File: src/rtl/uart_cmd_trigger_pkg.sv
// Shared definitions for the UART command front-end: command codes,
// default frame header and the frame parser state encoding.
package uart_cmd_pkg;

   localparam logic [7:0] CMD_FIRE      = 8'h01;
   localparam logic [7:0] CMD_SET_WIDTH = 8'h02;
   localparam logic [7:0] CMD_SET_CH    = 8'h03;

   localparam logic [7:0] DEF_HDR_BYTE  = 8'h55;

   typedef enum logic [2:0] {
      ST_IDLE,
      ST_CMD,
      ST_DHI,
      ST_DLO,
      ST_CHK
   } state_t;

   function automatic logic [7:0] calcChk(input logic [7:0] cmd,
                                          input logic [7:0] dHi,
                                          input logic [7:0] dLo);
      return cmd ^ dHi ^ dLo;
   endfunction

endpackage

File: src/rtl/uart_cmd_trigger_trig_stretch.sv
// Stretches a single-cycle fire strobe into a TRIG_HOLD-cycle level so it
// survives the crossing into the slower PLL clock domain.
module trig_stretch #(
   parameter int TRIG_HOLD = 4
) (
   input  logic sys_clk,
   input  logic sys_rst,
   input  logic fire,
   output logic uart_flag,
   output logic hold_busy
);

   localparam logic [7:0] HOLD_VAL = 8'(TRIG_HOLD);

   logic [7:0] r_holdCnt;
   logic       r_flag;

   // The flag is kept as its own register so the level seen by the other
   // clock domain never glitches; a fire while holding reloads the counter,
   // so callers that must not extend the pulse have to gate fire themselves.
   always_ff @(posedge sys_clk or posedge sys_rst) begin
      if (sys_rst) begin
         r_holdCnt <= 8'd0;
         r_flag    <= 1'b0;
      end else if (fire) begin
         r_holdCnt <= HOLD_VAL;
         r_flag    <= 1'b1;
      end else if (r_holdCnt != 8'd0) begin
         r_holdCnt <= r_holdCnt - 8'd1;
         r_flag    <= (r_holdCnt != 8'd1);
      end
   end

   assign uart_flag = r_flag;
   assign hold_busy = (r_holdCnt != 8'd0);

endmodule

File: src/rtl/uart_cmd_trigger.sv
// Parses 5-byte UART command frames (HDR CMD D_HI D_LO CHK), drives the pulse
// generator trigger and holds the pulse-width / channel-enable registers.
module uart_cmd_trigger
   import uart_cmd_pkg::*;
#(
   parameter logic [7:0]  HDR_BYTE    = DEF_HDR_BYTE,
   parameter int          TRIG_HOLD   = 4,
   parameter int          TIMEOUT_CYC = 500_000,
   parameter logic [15:0] DEF_WIDTH   = 16'd1000
) (
   input  logic        sys_clk,
   input  logic        sys_rst,
   input  logic [7:0]  rx_data,
   input  logic        rx_valid,
   output logic        uart_flag,
   output logic [15:0] pulse_width,
   output logic [1:0]  ch_en,
   output logic        busy,
   output logic        cmd_err,
   output logic [7:0]  err_cnt
);

   localparam logic [19:0] TIMEOUT_VAL = 20'(TIMEOUT_CYC);

   state_t      r_state;
   state_t      w_nextState;
   logic [7:0]  r_cmd;
   logic [7:0]  r_dHi;
   logic [7:0]  r_dLo;
   logic [19:0] r_gap;
   logic [15:0] r_pulseWidth;
   logic [1:0]  r_chEn;
   logic        r_err;
   logic [7:0]  r_errCnt;

   logic        w_timeout;
   logic        w_fire;
   logic        w_err;
   logic        w_setWidth;
   logic        w_setCh;
   logic        w_flag;
   logic        w_holdBusy;

   // A received byte always takes priority over an expiring gap counter.
   assign w_timeout = (r_state != ST_IDLE) && !rx_valid && (r_gap == TIMEOUT_VAL);

   always_ff @(posedge sys_clk or posedge sys_rst) begin
      if (sys_rst) begin
         r_state <= ST_IDLE;
      end else begin
         r_state <= w_nextState;
      end
   end

   // All command side effects are decided on the CHK byte; a FIRE while the
   // trigger is still held is refused because the downstream edge detector
   // would never see a second rising edge.
   always_comb begin
      w_nextState = r_state;
      w_fire      = 1'b0;
      w_err       = 1'b0;
      w_setWidth  = 1'b0;
      w_setCh     = 1'b0;
      if (rx_valid) begin
         unique case (r_state)
            ST_IDLE: if (rx_data == HDR_BYTE) w_nextState = ST_CMD;
            ST_CMD:  w_nextState = ST_DHI;
            ST_DHI:  w_nextState = ST_DLO;
            ST_DLO:  w_nextState = ST_CHK;
            ST_CHK: begin
               w_nextState = ST_IDLE;
               if (rx_data != calcChk(r_cmd, r_dHi, r_dLo)) begin
                  w_err = 1'b1;
               end else begin
                  case (r_cmd)
                     CMD_FIRE: begin
                        if (w_flag) w_err = 1'b1;
                        else        w_fire = 1'b1;
                     end
                     CMD_SET_WIDTH: begin
                        if ({r_dHi, r_dLo} == 16'd0) w_err = 1'b1;
                        else                          w_setWidth = 1'b1;
                     end
                     CMD_SET_CH: w_setCh = 1'b1;
                     default:    w_err = 1'b1;
                  endcase
               end
            end
            default: w_nextState = ST_IDLE;
         endcase
      end else if (w_timeout) begin
         w_nextState = ST_IDLE;
         w_err       = 1'b1;
      end
   end

   always_ff @(posedge sys_clk or posedge sys_rst) begin
      if (sys_rst) begin
         r_cmd <= 8'd0;
         r_dHi <= 8'd0;
         r_dLo <= 8'd0;
      end else if (rx_valid) begin
         case (r_state)
            ST_CMD: r_cmd <= rx_data;
            ST_DHI: r_dHi <= rx_data;
            ST_DLO: r_dLo <= rx_data;
            default: ;
         endcase
      end
   end

   always_ff @(posedge sys_clk or posedge sys_rst) begin
      if (sys_rst) begin
         r_gap <= 20'd0;
      end else if (rx_valid || (r_state == ST_IDLE) || w_timeout) begin
         r_gap <= 20'd0;
      end else begin
         r_gap <= r_gap + 20'd1;
      end
   end

   always_ff @(posedge sys_clk or posedge sys_rst) begin
      if (sys_rst) begin
         r_pulseWidth <= DEF_WIDTH;
         r_chEn       <= 2'b11;
         r_err        <= 1'b0;
         r_errCnt     <= 8'd0;
      end else begin
         if (w_setWidth) r_pulseWidth <= {r_dHi, r_dLo};
         if (w_setCh)    r_chEn       <= r_dLo[1:0];
         r_err <= w_err;
         if (w_err && (r_errCnt != 8'hFF)) r_errCnt <= r_errCnt + 8'd1;
      end
   end

   trig_stretch #(
      .TRIG_HOLD (TRIG_HOLD)
   ) u_trig_stretch (
      .sys_clk   (sys_clk),
      .sys_rst   (sys_rst),
      .fire      (w_fire),
      .uart_flag (w_flag),
      .hold_busy (w_holdBusy)
   );

   assign uart_flag   = w_flag;
   assign pulse_width = r_pulseWidth;
   assign ch_en       = r_chEn;
   assign busy        = (r_state != ST_IDLE) || w_holdBusy;
   assign cmd_err     = r_err;
   assign err_cnt     = r_errCnt;

endmodule

File: config.mk
export PLATFORM = sky130hd
export DESIGN_NAME = uart_cmd_trigger
export DESIGN_NICKNAME = d
export VERILOG_FILES = /design/src/rtl/uart_cmd_trigger_pkg.sv /design/src/rtl/uart_cmd_trigger_trig_stretch.sv /design/src/rtl/uart_cmd_trigger.sv
export SDC_FILE = /design/constraint.sdc
export NUM_CORES = 1
export LEC_CHECK = 0
export CAP_MARGIN = 10
export CELL_PAD_IN_SITES_DETAIL_PLACEMENT = 1
export CELL_PAD_IN_SITES_GLOBAL_PLACEMENT = 1
export CORE_AREA = 2 2 102 104
export DETAILED_ROUTE_END_ITERATION = 10
export DIE_AREA = 0 0 104 106
export PLACE_DENSITY = 0.77
export SLEW_MARGIN = 0
export SYNTH_ARGS = -nofsm -noshare
export SYNTH_HDL_FRONTEND = slang
export SYNTH_SLANG_ARGS = --single-unit
File: constraint.sdc
create_clock -name sys_clk -period 2.7 [get_ports sys_clk]
set_input_delay 0.54 -clock sys_clk [delete_from_list [all_inputs] [get_ports sys_clk]]
set_output_delay 0.54 -clock sys_clk [all_outputs]
set_load 0.02 [all_outputs]
==> out/metrics.yaml, run 1 <==
status:
  outcome: "complete, no violations"
setup_path:
  crit_path_end_kind: "flip-flop"
  r2r_cells: 7
  arrival_ps: 2890
  r2r-start: "r_dHi[7]"
  startpoint: "rx_data[7]"
  regToRegSetupSlack_ps: 160
  crit_path_max_fanout: 16
  path_class: "in -> reg"
  required_ps: 2950
  rr_endpoint: "pulse_width[0]"
  start_kind: "input pin"
final_layout:
  finalNonFillerCells: 549
  nNetsFinal: 424
  syn_to_final_growth_pct: 22.7
  drive_above_1_share_pct: 24.0
  utilization_pct: 49.3
  antenna_cells: 0
  num-fill-cells: 1101
sta:
  timing.final.max_slew_violations: 0
  min_period_ps: 2640
  hold_viol: 0
  tns_ps: 0
  tightest_slew_ps: 545
  finalCritPeriodShare_pct: 97.6
  fin_skew_ps: 9.10
  setup_violations: 0
  max_slew_margin_pct: 63.3
  fmax_mhz: 379
floorplanning:
  die_h_um: 106
  die_w_um: 104
  ioPinCount: 40
  dieArea_um2: 11000
  start_util_pct: 40.2
  num_rows: 37
  coreArea_um2: 10000
clock_tree:
  cts_tree: "done"
  clkTransAtPathRegs_ps: 90
  cts_inserted_buffers: 9
  clk_path_buf_depth: 2
  htreeDepth: 3
  cts_sinks: 83
  insertion_delay_ps: 360
  cts_root_buf: "clkbuf_8"
min_path:
  worstHoldEndpoint: "r_gap[0]"
  min-delay-start: "r_gap[0]"
  hold_depth: 1
  min_path_type: "reg -> reg"
drt:
  drt_first_pass_iters: 4
  vias: 2807
  routed_wl_um: 9110
  drt_iter0_markers: 92
  via_per_inst: 5.11
  antenna_left: 0
  drcViolationCount: 0
  wl_per_cell_um: 16.6
global_routing:
  grt_pass1_vias: 3021
  grt_pass1_wl_um: 15300
  track_usage_pct: 17.6
  antenna_found_initial: 0
  grt_max_degree: 84
  grt.overflow.total: 0
power_and_ir_drop:
  p_int_mw: 2.47
  peakVddDrop_mv: 0.452
  powerDensity_nw_per_um2: 758
  p_switching_mw: 1.27
  power.share.sequential_pct: 46.2
  switching_share_pct: 34.0
  power_frac_comb_pct: 29.5
  p_clk_share_pct: 24.3
  p_leak_nw: 2.14
synth:
  syn-cell-area_um2: 4020
  synth.distinct_cells: 44
  synth-seq-area-share_pct: 52.0
  ys_ff_latch: 83
  synth_edf_count: 0
  async_flop_share_pct: 100
  synth_ff_type: "dfrtp_1"
  syn_inst: 341
  syn_nets: 357
  synth_warnings: 0
  syn_area_per_cell_um2: 11.8
placed_design:
  dpl.hpwl_um: 6580
  dp_cells: 532
  io_buffer_count: 39
  finalWeightedCongestion: 0.808
job:
  maxCapViolations: 0
-- placed cells by master, fill, tap and decap left out, drive strengths merged, types with 2 or more instances in the layout --
cell	netlist	routed
nor4	8	8
dfstp	8	8
nand3	12	12
or3	2	2
and3	11	11
dfrtp	75	75
mux2	43	43
ha	5	5
a21oi	4	4
nand2	18	18
nor3	2	2
xnor2	30	30
clkinvlp	0	2
and2	4	4
clkbuf	4	9
clkdlybuf4s50	0	38
buf	3	24
xor2	22	22
or4	3	3
and4	3	3
o2111ai	2	2
clkinv	0	3
nor2	39	39
nor2b	3	3
inv	7	8
o21ai	5	5
nand4	7	7
nor4b	5	5
mux2i	2	2
or2	2	2
-- Yosys cell counts (6+ instances only) --
master / count / area (um2)
and3_1: 11 / 68.8
xnor2_1: 30 / 263
nor4_1: 6 / 37.5
xor2_1: 22 / 193
mux2_4: 10 / 150
nand3_1: 12 / 60.1
nand2_1: 18 / 67.6
mux2_2: 33 / 372
dfrtp_1: 75 / 1880
nand4_1: 7 / 43.8
inv_1: 7 / 26.3
nor2_1: 39 / 146
dfstp_2: 8 / 210
-- cells by family (layout without fill, tap and decap cells) --
| kind of cell | count (synthesis) | count (layout) | synth area share (%) |
|---|---|---|---|
| AND/OR/NAND/NOR | 124 | 124 | 16.7 |
| flip-flops | 83 | 83 | 52.0 |
| XOR/XNOR | 52 | 52 | 11.3 |
| multiplexers | 45 | 45 | 13.5 |
| AO/OA/AOI/OAI | 18 | 18 | 2.96 |
| buffers and inverters | 14 | 86 | 1.99 |
| adder cells (fa/ha/maj) | 5 | 5 | 1.56 |
-- worst max-delay path by stage --
stage	endpoint	cells after the start
floorplan	cmd_err	1
global placement	pulse_width[2]	8
detailed placement	pulse_width[0]	8
CTS	busy	6
global route	pulse_width[15]	8
finish	pulse_width[0]	8
-- final cells by class --
| cell class | count | area, um2 | area share (%) |
|---|---|---|---|
| clock inverter | 7 | 76.3 | 1.55 |
| sequential | 83 | 2090 | 42.3 |
| multi-input combinational | 244 | 1860 | 37.7 |
| clock buffer | 9 | 124 | 2.51 |
| timing repair buffer | 63 | 586 | 11.9 |
| inverter | 7 | 27.5 | 0.559 |
| tap | 136 | 170 | 3.45 |
-- power by group through the flow --
stage          clock [mW]  sequential [mW]  combinational, mW
4_1_cts             0.937             1.73               1.10
5_1_grt             0.985             1.77               1.20
3_5_place_dp            0             1.75               1.08
6_report            0.908             1.73               1.10
2_1_floorplan           0             1.68              0.767
3_3_place_gp            0             1.73               1.05
-- registers in the layout (all words and copies together), names as in the netlist --
register	flops
pulse_width	16
r_state	3
r_dLo	8
r_gap	20
ch_en	2
cmd_err	1
err_cnt	8
u_trig_stretch.uart_flag	1
r_cmd	8
r_dHi	8
u_trig_stretch.r_holdCnt	8
-- routing by layer --
| layer | vias up | GRT usage (%) | wire (um) |
|---|---|---|---|
| met4 | 0 | 8.30 | 189 |
| met5 | - | 0 | 0 |
| li1 | 1332 | - | - |
| met1 | 1424 | 23.4 | 4290 |
| met3 | 15 | 2.64 | 198 |
| met2 | 36 | 28.5 | 4430 |
-- worst max-delay path, stage by stage --
cell	delay [ps]
clkdlybuf4s50_1	530
xor2_1	180
xnor2_1	110
nor4_2	360
nand4_1	150
or4b_1	500
buf_6	200
mux2_4	320
-- through the flow --
step                      hold slack (ps)  area (um2)  total power, mW  setup WS [ps]
final                                 488        4930             3.74           64.8
after global routing                  519        4930             3.96          -38.5
after CTS                             495        4910             3.77           5.59
after detailed placement              483        4710             2.83           -368
after global placement                465        4710             2.78           -264
after floorplan                       446        4020             2.45           36.4
-- what timing repair did --
action                                  4_1_cts  5_1_grt
setup buffers                                 0        1
endpoints found under the setup margin        1       17
pin swaps                                     0        2
resized for setup                             2        3
hold buffers                                  0        0
No activity file was read; power rests on OpenSTA's default activity.
==> run 2, diff against run 1 <==
--- a/config.mk
+++ b/config.mk
@@ -8,9 +8,9 @@
 export CAP_MARGIN = 10
 export CELL_PAD_IN_SITES_DETAIL_PLACEMENT = 1
 export CELL_PAD_IN_SITES_GLOBAL_PLACEMENT = 1
-export CORE_AREA = 2 2 102 104
+export CORE_AREA = 3 3 103 105
 export DETAILED_ROUTE_END_ITERATION = 10
-export DIE_AREA = 0 0 104 106
+export DIE_AREA = 0 0 106 108
 export PLACE_DENSITY = 0.77
 export SLEW_MARGIN = 0
 export SYNTH_ARGS = -nofsm -noshare
==> out/metrics.yaml, run 2 (synthesis results as in run 1) <==
setup_path:
  crit_path_end_kind: "flip-flop"
  cpMostUsedCell: "xnor2_1"
  arrival_ps: 2860
  required_ps: 2930
  max_stage_delay_ps: 580
  crit_path_max_fanout: 8
  crit_chain: "clkdlybuf4s50_1 -> xnor2_1 -> xnor2_1 -> nor4_2 -> nand4_1 -> or4b_4 -> buf_12 -> mux2_4"
  path_class: "in -> reg"
  crit_slowest_cell: "or4b_4"
  start_kind: "input pin"
sta:
  min_period_ps: 2630
  tightest_slew_ps: 640
  setup_violations: 0
  fin_skew_ps: 13.7
  hold_viol: 0
  fmax_mhz: 381
  fin_ws_ps: 73.6
  tns_ps: 0
  timing.final.max_slew_violations: 0
  max_slew_margin_pct: 57.3
  finalCritPeriodShare_pct: 97.3
power_and_ir_drop:
  p_leak_nw: 2.25
  powerDensity_nw_per_um2: 776
  peakVddDrop_mv: 0.434
drt:
  antenna_left: 0
  wl_per_cell_um: 17.1
  drt_first_pass_iters: 4
  routed_wl_um: 9460
  via_per_inst: 5.12
  drt_iter0_markers: 124
  vias: 2827
  drcViolationCount: 0
floorplanning:
  num_rows: 36
  start_util_pct: 41.3
  die_w_um: 106
  dieArea_um2: 11400
  coreArea_um2: 9730
  ioPinCount: 40
  die_h_um: 108
clock_tree:
  insertion_delay_ps: 360
  cts_tree: "done"
  cts_root_buf: "clkbuf_8"
  htreeDepth: 3
  cts_hold_buf: 0
  clk_path_buf_depth: 2
  cts_inserted_buffers: 9
  clkTransAtPathRegs_ps: 80
  cts_sinks: 83
global_routing:
  track_usage_pct: 17.4
  grt_pass1_vias: 3040
  grt_max_degree: 37
  grt.overflow.total: 0
  grt_pass1_wl_um: 15700
  antenna_found_initial: 0
final_layout:
  largest_reg_flops: 20
  postLayoutCellArea_um2: 5050
  final_common_cell: "dfrtp_1"
  syn_to_final_growth_pct: 25.9
  nNetsFinal: 430
  drive_above_1_share_pct: 25.1
  num-fill-cells: 1079
  finalNonFillerCells: 552
  utilization_pct: 51.9
  antenna_cells: 0
  final_cell_mix: "dfrtp_1 (75), nor2_1 (38), mux2_2 (33), clkdlybuf4s50_1 (33), xnor2_1 (30)"
  regMostFlops: "r_gap"
placed_design:
  dp_cells: 534
  io_buffer_count: 39
  dpl.hpwl_um: 6750
  place_area_um2: 4750
  finalWeightedCongestion: 0.826
  pre_cts_ws_ps: -365
min_path:
  min_path_type: "reg -> reg"
status:
  outcome: "complete, no violations"
job:
  maxCapViolations: 0
==> run 2: cell type report <==
type | instances | area (um2) | area share [%]
multi-input cells | 244 | 1870 | 37.0
well taps | 133 | 166 | 3.29
flip-flops and latches | 83 | 2090 | 41.3
clock buffers | 11 | 131 | 2.60
clock inverters | 5 | 103 | 2.03
inverters | 7 | 27.5 | 0.545
repair buffers | 69 | 669 | 13.2
==> run 2: worst paths after layout <==
check	cells after the start	startpoint	slack (ps)	end
min in group asynchronous	2	sys_rst	590	pulse_width[0]
worst min register to register	1	r_gap[0]	480	r_gap[0]
worst min-delay path	1	r_gap[0]	480	r_gap[0]
worst max register to register	7	r_dHi[1]	160	pulse_width[2]
worst max-delay path	8	rx_data[5]	70	pulse_width[2]
max in group asynchronous	3	sys_rst	1480	pulse_width[3]
==> run 2: per-layer routing <==
layer / track usage, % / vias to the layer above / wire length [um]
li1: - / 1332 / -
met1: 23.5 / 1443 / 4540
met2: 28.6 / 39 / 4530
met3: 2.27 / 13 / 224
met4: 7.22 / 0 / 159
met5: 0 / - / 0
==> run 2: per-stage QoR <==
stage / power (mW) / hold WS (ps)
after CTS: 3.92 / 485
after floorplan: 2.45 / 446
after global placement: 2.81 / 462
final: 3.92 / 478
after global routing: 4.13 / 523
after detailed placement: 2.85 / 474
==> run 2: where the power goes <==
group          internal [mW]  switching [mW]
Combinational          0.603           0.549
Sequential              1.45           0.264
Clock                  0.614           0.440
==> run 2: critical path: cells and delay by family <==
| family | cells | cell delay (ps) |
|---|---|---|
| multiplexers | 1 | 300 |
| buffers and inverters | 2 | 690 |
| XOR/XNOR | 2 | 250 |
| AND/OR/NAND/NOR | 3 | 1080 |
==> run 2: repair_timing <==
item,in CTS,in global routing
endpoints found under the setup margin,1,17
cloned,0,1
buffers inserted,0,1
pin swaps,0,7
gates resized for setup,3,8
==> run 3, diff against run 2 <==
--- a/config.mk
+++ b/config.mk
@@ -11,6 +11,8 @@
 export CORE_AREA = 3 3 103 105
 export DETAILED_ROUTE_END_ITERATION = 10
 export DIE_AREA = 0 0 106 108
+export GPL_TIMING_DRIVEN = 0
+export MAX_ROUTING_LAYER = met4
 export PLACE_DENSITY = 0.77
 export SLEW_MARGIN = 0
 export SYNTH_ARGS = -nofsm -noshare
==> out/metrics.yaml, run 3 (synthesis results as in run 1) <==
min_path:
  hold_depth: 2
  min_path_type: "in -> reg"
  worstHoldEndpoint: "r_dLo[3]"
  min-delay-start: "rx_data[3]"
global_routing:
  grt_max_degree: 56
  grt_pass1_wl_um: 15400
  track_usage_pct: 17.7
  grt_pass1_vias: 2961
  grt.overflow.total: 0
  antenna_found_initial: 0
floorplanning:
  start_util_pct: 41.3
  die_w_um: 106
  dieArea_um2: 11400
  die_h_um: 108
  num_rows: 36
  coreArea_um2: 9730
  ioPinCount: 40
clock_tree:
  htreeDepth: 3
  cts_inserted_buffers: 9
  cts_sinks: 83
  cts_hold_buf: 0
  cts_tree: "done"
  cts_root_buf: "clkbuf_8"
  clkTransAtPathRegs_ps: 90
  insertion_delay_ps: 360
  clk_path_buf_depth: 2
final_layout:
  nNetsFinal: 418
  largest_reg_flops: 20
  antenna_cells: 0
  utilization_pct: 50.0
  finalNonFillerCells: 540
  regMostFlops: "r_gap"
  drive_above_1_share_pct: 23.3
  final_cell_mix: "dfrtp_1 (72), nor2_1 (38), mux2_2 (33)"
  syn_to_final_growth_pct: 21.1
  final_common_cell: "dfrtp_1"
drt:
  drt_iter0_markers: 137
  wl_per_cell_um: 16.7
  drt_first_pass_iters: 4
  vias: 2785
  via_per_inst: 5.16
  drcViolationCount: 0
  antenna_left: 0
  routed_wl_um: 9040
sta:
  hold_viol: 0
  fmax_mhz: 388
  finalCritPeriodShare_pct: 95.4
  fin_ws_ps: 124
  tightest_slew_ps: 697
  timing.final.max_slew_violations: 0
  hold_ws_ps: 491
  min_period_ps: 2580
  max_slew_margin_pct: 53.3
  fin_skew_ps: 13.2
  setup_violations: 0
setup_path:
  r2r-start: "r_dHi[7]"
  path_class: "reg -> reg"
  start_kind: "flip-flop"
  crit_slowest_cell: "or4b_1"
  crit_path_end_kind: "flip-flop"
  rr_endpoint: "pulse_width[4]"
  r2r_cells: 8
  arrival_ps: 2820
  regToRegSetupSlack_ps: 120
  max_stage_delay_ps: 510
  required_ps: 2940
  cpMostUsedCell: "xnor2_1"
  crit_path_max_fanout: 10
  crit_chain: "xnor2_1 -> xnor2_1 -> nor4_2 -> nand4_1 -> or4b_1 -> buf_6 -> buf_12 -> mux2_4"
power_and_ir_drop:
  power.total_mw: 3.67
  powerDensity_nw_per_um2: 755
  p_leak_nw: 2.12
  peakVddDrop_mv: 0.455
placed_design:
  dpl.hpwl_um: 6270
  io_buffer_count: 39
  pre_cts_ws_ps: -734
  finalWeightedCongestion: 0.815
  dp_cells: 514
status:
  outcome: "complete, no violations"
job:
  maxCapViolations: 0
[run 3: changes by cell type in the layout (fill, tap and decap cells not counted), moves of 4 or more]
cell / delta
clkbuf_1: +4
buf_4: -16
dlymetal6s2s_1: -5
dlygate4sd2_1: +5
[run 3: worst max path at each step]
stage | startpoint | endpoint
6_report | r_dHi[7] | pulse_width[4]
4_1_cts | u_trig_stretch.r_holdCnt[0] | busy
2_1_floorplan | sys_rst | cmd_err
5_1_grt | r_cmd[0] | pulse_width[0]
3_3_place_gp | sys_rst | r_gap[8]
3_5_place_dp | rx_data[1] | pulse_width[1]
[run 3: what timing repair did]
action | 4_1_cts | 5_1_grt
gates cloned | 0 | 0
endpoints found under the hold margin | 0 | 0
gates resized for setup | 11 | 13
endpoints found under the setup margin | 26 | 20
setup buffers | 7 | 3
pin swaps | 5 | 3
[run 3: final cells by class]
type                       count  area (um2)
fill                        1068        4870
timing repair buffer          50         470
clock buffer                  12         145
multi-input combinational    244        1880
inverter                       7        28.8
buffer                         7        53.8
tap                          133         166
clock inverter                 4        26.3
sequential                    83        2090
[run 3: worst max-delay path: cells and delay by family, from the launching register on]
family        cells  cell delay (ps)
flops             1              430
xor+xnor          2              370
buf+inv           2              320
mux               1              290
simple gates      3             1030
[run 3: routing by layer]
| metal | vias up | wire, um | global-route usage, % | part of all wire [%] |
|---|---|---|---|---|
| li1 | 1313 | - | - | - |
| met1 | 1418 | 4390 | 24.0 | 49 |
| met2 | 42 | 4250 | 27.0 | 47 |
| met3 | 12 | 248 | 3.10 | 2.7 |
| met4 | 0 | 157 | 6.38 | 1.7 |
| met5 | - | 0 | - | 0 |
[run 3: metrics by stage]
stage	TNS, ps	cell area (um2)
after floorplan	0	4020
after global placement	-122230	4570
after detailed placement	-16710	4600
after CTS	0	4820
after global routing	-2.26	4860
final	0	4860
[run 3: power by group]
| part | internal [mW] | leakage, nW | switching, mW |
|---|---|---|---|
| Clock | 0.359 | 0.0863 | 0.444 |
| Sequential | 1.45 | 1.06 | 0.249 |
| Combinational | 0.619 | 0.974 | 0.551 |
| Total | 2.43 | 2.12 | 1.24 |
==> edit 1, RTL diff (flow settings as in run 3) <==
The output `cmd_err` loses its register stage (`r_err` becomes a continuous assignment).
--- a/src/rtl/uart_cmd_trigger.sv
+++ b/src/rtl/uart_cmd_trigger.sv
@@ -123,15 +123,15 @@
       if (sys_rst) begin
          r_pulseWidth <= DEF_WIDTH;
          r_chEn       <= 2'b11;
-         r_err        <= 1'b0;
          r_errCnt     <= 8'd0;
       end else begin
          if (w_setWidth) r_pulseWidth <= {r_dHi, r_dLo};
          if (w_setCh)    r_chEn       <= r_dLo[1:0];
-         r_err <= w_err;
          if (w_err && (r_errCnt != 8'hFF)) r_errCnt <= r_errCnt + 8'd1;
       end
    end
+
+   assign r_err = w_err;
 
    trig_stretch #(
       .TRIG_HOLD (TRIG_HOLD)
Formal check against the unedited RTL: not equivalent (Yosys sat finds a counterexample within 10 cycles, from zero or initial values and one cycle with sys_rst high).
==> edit 1 against run 3 <==
- worst setup slack worse by 0.090 ns
- total power up 4.9%
- sequential cell count down 1
- final area up 1.4%
- global-route usage up 0.33 points
- highest routed layer unchanged
- routed wire length up 3.5%
- area after synthesis down 0.62%
==> edit 1: results (changes against run 3) <==
| Metric | Value |
|---|---|
| Status | completed |
| Static Leak | 2.127 nW (+0.34%) |
| Largest fanout on the critical path | 4 (-6) |
| Nets | 415 (-0.72%) |
| GP Congestion | 0.7822 (-4.0%) |
| Vias | 2,806 (+0.75%) |
| Largest net degree at the start of global routing | 44 (-21%) |
| Delay-heaviest family, CP | simple AND/OR/NAND/NOR gates |
| DRT Pass-1 Iters | 4 (unchanged) |
| Synth top area cells | dfrtp_1 (46%), mux2_2 (9.3%), xnor2_1 (6.6%) |
| GRT Total Usage | 18.02% (+0.33 points) |
| HP Class | reg2reg |
| Synth async-reset ratio | 100.0% (unchanged) |
| Clock skew | 0.01011 ns (-0.003135 ns) |
| CTS root buf | clkbuf_8 |
| CP arrival | 2.13 ns (-0.69 ns) |
| Area share of the largest cell type after synthesis | 46.41% (-0.33 points) |
| Internal power | 2.578 mW (+6.1%) |
| Max FFs per register | 20 (unchanged) |
| Number of port buffers | 39 (unchanged) |
| Critical-path top delay cell | dfrtp_2 |
| Post-DP HPWL | 6337 um (+1.0%) |
| Synth Net Count | 356 (-0.28%) |
| Critical Path Max Stage Delay | 0.45 ns (-0.06 ns) |
| Combinational group share of total power | 29.6% (-2.2 points) |
| Seq/Total Area, Yosys | 51.68% (-0.30 points) |
| Initial DRC Count | 76 (-45%) |
| Pre-CTS setup slack | -0.7374 ns (-0.003468 ns) |
| # H-tree levels | 3 (unchanged) |
| Post-synth top cells | dfrtp_1 (74), nor2_1 (39), mux2_2 (33) |
| Sequential share of power | 44.4% (-1.9 points) |
| CTS buffer count | 9 (unchanged) |
| Met1 WL | 4396 um (+0.18%) |
| Hold path start | err_cnt[5] |
| Initial antenna violation count | 0 (unchanged) |
| ANT cells | 0 (unchanged) |
| Clk buf depth | 2 (unchanged) |
| Highest routed layer | met4 |
| Global-route wire length before repair | 15,780 um (+2.6%) |
| Sequential Power | about 1.7 mW |
| Met3 wire len | 264 um (+6.5%) |
| Worst Tran Pin Value | 0.7151 ns (+0.01787 ns) |
| Reg with most FFs | r_gap |
| Final wirelength | 9359 um (+3.5%) |
| Met2 WL post-DR | 4599 um (+8.3%) |
| IR Drop Worst-Case VDD | 0.4206 mV (-7.6%) |
| Netlist cell types | 44 (unchanged) |
| CP Launch Point | r_dLo[7] |
| Worst-Skew Late Latency | 0.34 ns (-0.02 ns) |
| Final worst setup slack | 0.03419 ns (-0.08951 ns) |
| Yosys warns | 0 (unchanged) |
| Worst-path clk slew | 0.09 ns (about the same) |
| Vias in the first global route | 3,046 (+2.9%) |
| Layout cell share with drive strength beyond 1 | 25.99% (+2.6 points) |
[edit 1: final cells by class]
cell class | instances | area [um^2]
plain buffers | 7 | 57.56
flip-flops and latches | 82 | 2071
clock buffers | 10 | 137.6
inverters | 7 | 28.78
clock inverters | 6 | 88.84
well taps | 133 | 166.4
multi-input cells | 244 | 1932
fillers | 1080 | 4800
repair buffers | 48 | 447.9
[edit 1: kinds of logic (layout without fill, tap and decap cells)]
kind of cell	after synthesis	count (layout)	synth area share (%)
AO/OA/AOI/OAI	18	18	2.979
XOR/XNOR	52	52	11.41
adder cells (fa/ha/maj)	5	5	1.568
buffers and inverters	14	78	2.007
flip-flops	82	82	51.68
multiplexers	45	45	13.58
AND/OR/NAND/NOR	124	124	16.78
[edit 1: worst paths after layout]
path,depth (start not counted),endpoint,slack (ns)
max in group asynchronous,3,ch_en[0],1.44
worst max-delay path,6,cmd_err,0.03
worst min register to register,1,err_cnt[5],0.51
min in group asynchronous,2,r_dLo[7],0.59
worst max register to register,9,pulse_width[2],0.04
worst min-delay path,1,err_cnt[5],0.51
[edit 1: stage by stage]
stage	area [um^2]	setup TNS, ns	std cells
2_1_floorplan	3990	0	340
3_3_place_gp	4547	-117.83	512
3_5_place_dp	4569	-16.40	513
4_1_cts	4861	0	533
5_1_grt	4930	-0.4259	537
6_report	4930	0	537
[edit 1: timing repair]
item,in CTS,in global routing
gates resized for setup,25,15
pin swaps,7,5
endpoints found under the setup margin,27,21
buffers inserted,4,4
[edit 1: per-layer routing]
| metal | global-route usage [%] | vias up |
|---|---|---|
| met5 | - | - |
| met4 | 4.995 | 0 |
| met3 | 3.224 | 7 |
| met2 | 28.23 | 45 |
| met1 | 24.36 | 1444 |
| li1 | - | 1310 |
==> edit 2, RTL diff (settings of run 3) <==
Without the edit above. The parameter `TIMEOUT_CYC` goes from 500_000 to 262_144.
--- a/src/rtl/uart_cmd_trigger.sv
+++ b/src/rtl/uart_cmd_trigger.sv
@@ -5,7 +5,7 @@
 #(
    parameter logic [7:0]  HDR_BYTE    = DEF_HDR_BYTE,
    parameter int          TRIG_HOLD   = 4,
-   parameter int          TIMEOUT_CYC = 500_000,
+   parameter int          TIMEOUT_CYC = 262_144,
    parameter logic [15:0] DEF_WIDTH   = 16'd1000
 ) (
    input  logic        sys_clk,
Check against the original RTL: same outputs for any inputs over 4 cycles, from zero or initial values and one cycle with sys_rst high; that may be too few to reach the edited logic, so the function may still have changed.
==> edit 2 against run 3 <==
- via count is 1.2% lower
- sequential cell count stayed put
- global-route usage is 0.76 points lower
- die area stayed put
- routed wire length is 4.2% lower
- fmax is 1.5% higher
- final area is 2.3% lower
- first-iteration DRC count is 30% lower
- worst setup slack better by 0.039 ns
- area after synthesis is 2.3% lower
- total power is 7.5% lower
- largest power group unchanged
==> edit 2: results (changes against run 3) <==
| Metric | Value |
|---|---|
| Worst-case reg-to-reg path depth | 6 (-2) |
| Switching Share | 30.95% (-2.9 points) |
| Worst-Skew Late Latency | 0.35 ns |
| Final period util | 93.97% (-1.4 points) |
| Pre-CTS setup slack | -0.6658 ns (+0.06817 ns) |
| Synth Net Count | 358 (+0.28%) |
| ANT cells | 0 (unchanged) |
| Met2 WL post-DR | 4504 um (+6.0%) |
| Worst-path clk slew | 0.09 ns (about the same) |
| Synth top area cells | dfrtp_1 (48%), mux2_2 (12%), xnor2_1 (6.5%) |
| Final wirelength | 8659 um (-4.2%) |
| IR Drop Worst-Case VDD | 0.2996 mV (-34%) |
| Clock skew | 0.01010 ns (-0.003149 ns) |
| Met1 WL | 3880 um (-12%) |
| GP Congestion | 0.7858 (-3.6%) |
| GRT Total Usage | 16.94% (-0.76 points) |
| Met3 wire len | 204 um (-18%) |
| Post-synth top cells | dfrtp_1 (75), mux2_2 (42), nor2_1 (38) |
| Worst Tran Pin Value | 0.7142 ns (+0.01693 ns) |
| XOR/XNOR Fraction of Synth Area | 10.27% (-1.1 points) |
| Initial DRC Count | 96 (-30%) |
| Highest routed layer | met4 |
| Largest net degree at the start of global routing | 61 (+8.9%) |
| HP Class | in2async |
| Status | completed |
| Power Clock | 0.945 mW (+18%) |
| Netlist cell types | 41 (-6.8%) |
| Critical Path Max Stage Delay | 0.55 ns (+0.04 ns) |
| Met3 Use GR | 2.925% (-0.18 points) |
| Clk buf depth | 2 (unchanged) |
| Layout cell share with drive strength beyond 1 | 19.40% (-3.9 points) |
| Largest fanout on the critical path | 9 (-1) |
| Nets | 408 (-2.4%) |
| Adder-Cell Fraction of Synth Area | 1.595% (+0.037 points) |
| Synth Area in Compound Gates | 3.287% (+0.33 points) |
| Met2 usage | 28.73% (+1.8 points) |
| Post-DP HPWL | 6286 um (+0.19%) |
| R2R setup slack | 0.16 ns (+0.04 ns) |
| CP Launch Point | r_gap[11] |
| Mux cell area share after synthesis | 12.70% (-0.79 points) |
| Grt met1 use | 20.86% (-3.2 points) |
| Global-route wire length before repair | 14,960 um (-2.8%) |
| RR Endpoint | err_cnt[1] |
| Number of port buffers | 39 (unchanged) |
| CP arrival | 2.78 ns (-0.04 ns) |
| Combinational group share of total power | 23.5% (-8.3 points) |
| Vias in the first global route | 2,952 (-0.30%) |
| Static Leak | 2.019 nW (-4.7%) |
| Hold slack | 0.4977 ns (+0.006889 ns) |
| Critical-path top delay cell | or4_4 |
| Seq/Total Area, Yosys | 53.22% (+1.2 points) |
| Vias/cell | 5.192 (+0.68%) |
| Remaining antenna violation count | 0 (unchanged) |
[edit 2: cell count changes in the layout (fill, tap and decap cells not counted), moves of 4 or more]
cell,change
xor2_1,-5
nand3_1,+5
mux2_2,+9
mux2_4,-9
dlygate4sd2_1,-5
a21oi_1,+5
nor4_1,+4
clkdlybuf4s50_1,+7
buf_4,-10
nor4b_1,-4
[edit 2: kinds of logic after synthesis]
family                     Yosys count
xor gates and xnor gates            46
and+or+nand+nor                    128
adders and majority gates            5
buffers and inverters               16
muxes                               44
AOI/OAI and AO/OA                   20
DFF                                 83
[edit 2: metrics by stage]
| step | utilization (%) | instance area, um^2 | power, mW | std cells |
|---|---|---|---|---|
| floorplan | - | 3921 | 2.214 | 342 |
| finish | 48.84 | 4752 | 3.400 | 530 |
| CTS | 48.69 | 4737 | 3.440 | 530 |
| detailed placement | 46.33 | 4508 | 2.451 | 515 |
| global route | 48.84 | 4752 | 3.615 | 530 |
| global placement | 46.03 | 4478 | 2.400 | 514 |
[edit 2: repair_timing]
| item | 4_1_cts | 5_1_grt |
|---|---|---|
| buffers inserted | 1 | 0 |
| pin swaps | 1 | 0 |
| setup endpoints to repair | 23 | 5 |
| resized for setup | 5 | 3 |
[edit 2: worst max-delay path, delay by kind of cell, from the launching register on]
| kind | cells | cell delay (ns) |
|---|---|---|
| compound gates | 1 | 0.32 |
| simple gates | 4 | 1.37 |
| flops | 1 | 0.44 |
| mux | 1 | 0.30 |
[edit 2: area by class of cell]
class	count	area [um^2]
clock buffer	13	168.9
inverter	8	32.53
buffer	6	30.03
sequential	83	2087
clock inverter	3	45.04
timing repair buffer	41	426.7
fill	1065	4977
tap	133	166.4
multi-input combinational	243	1795
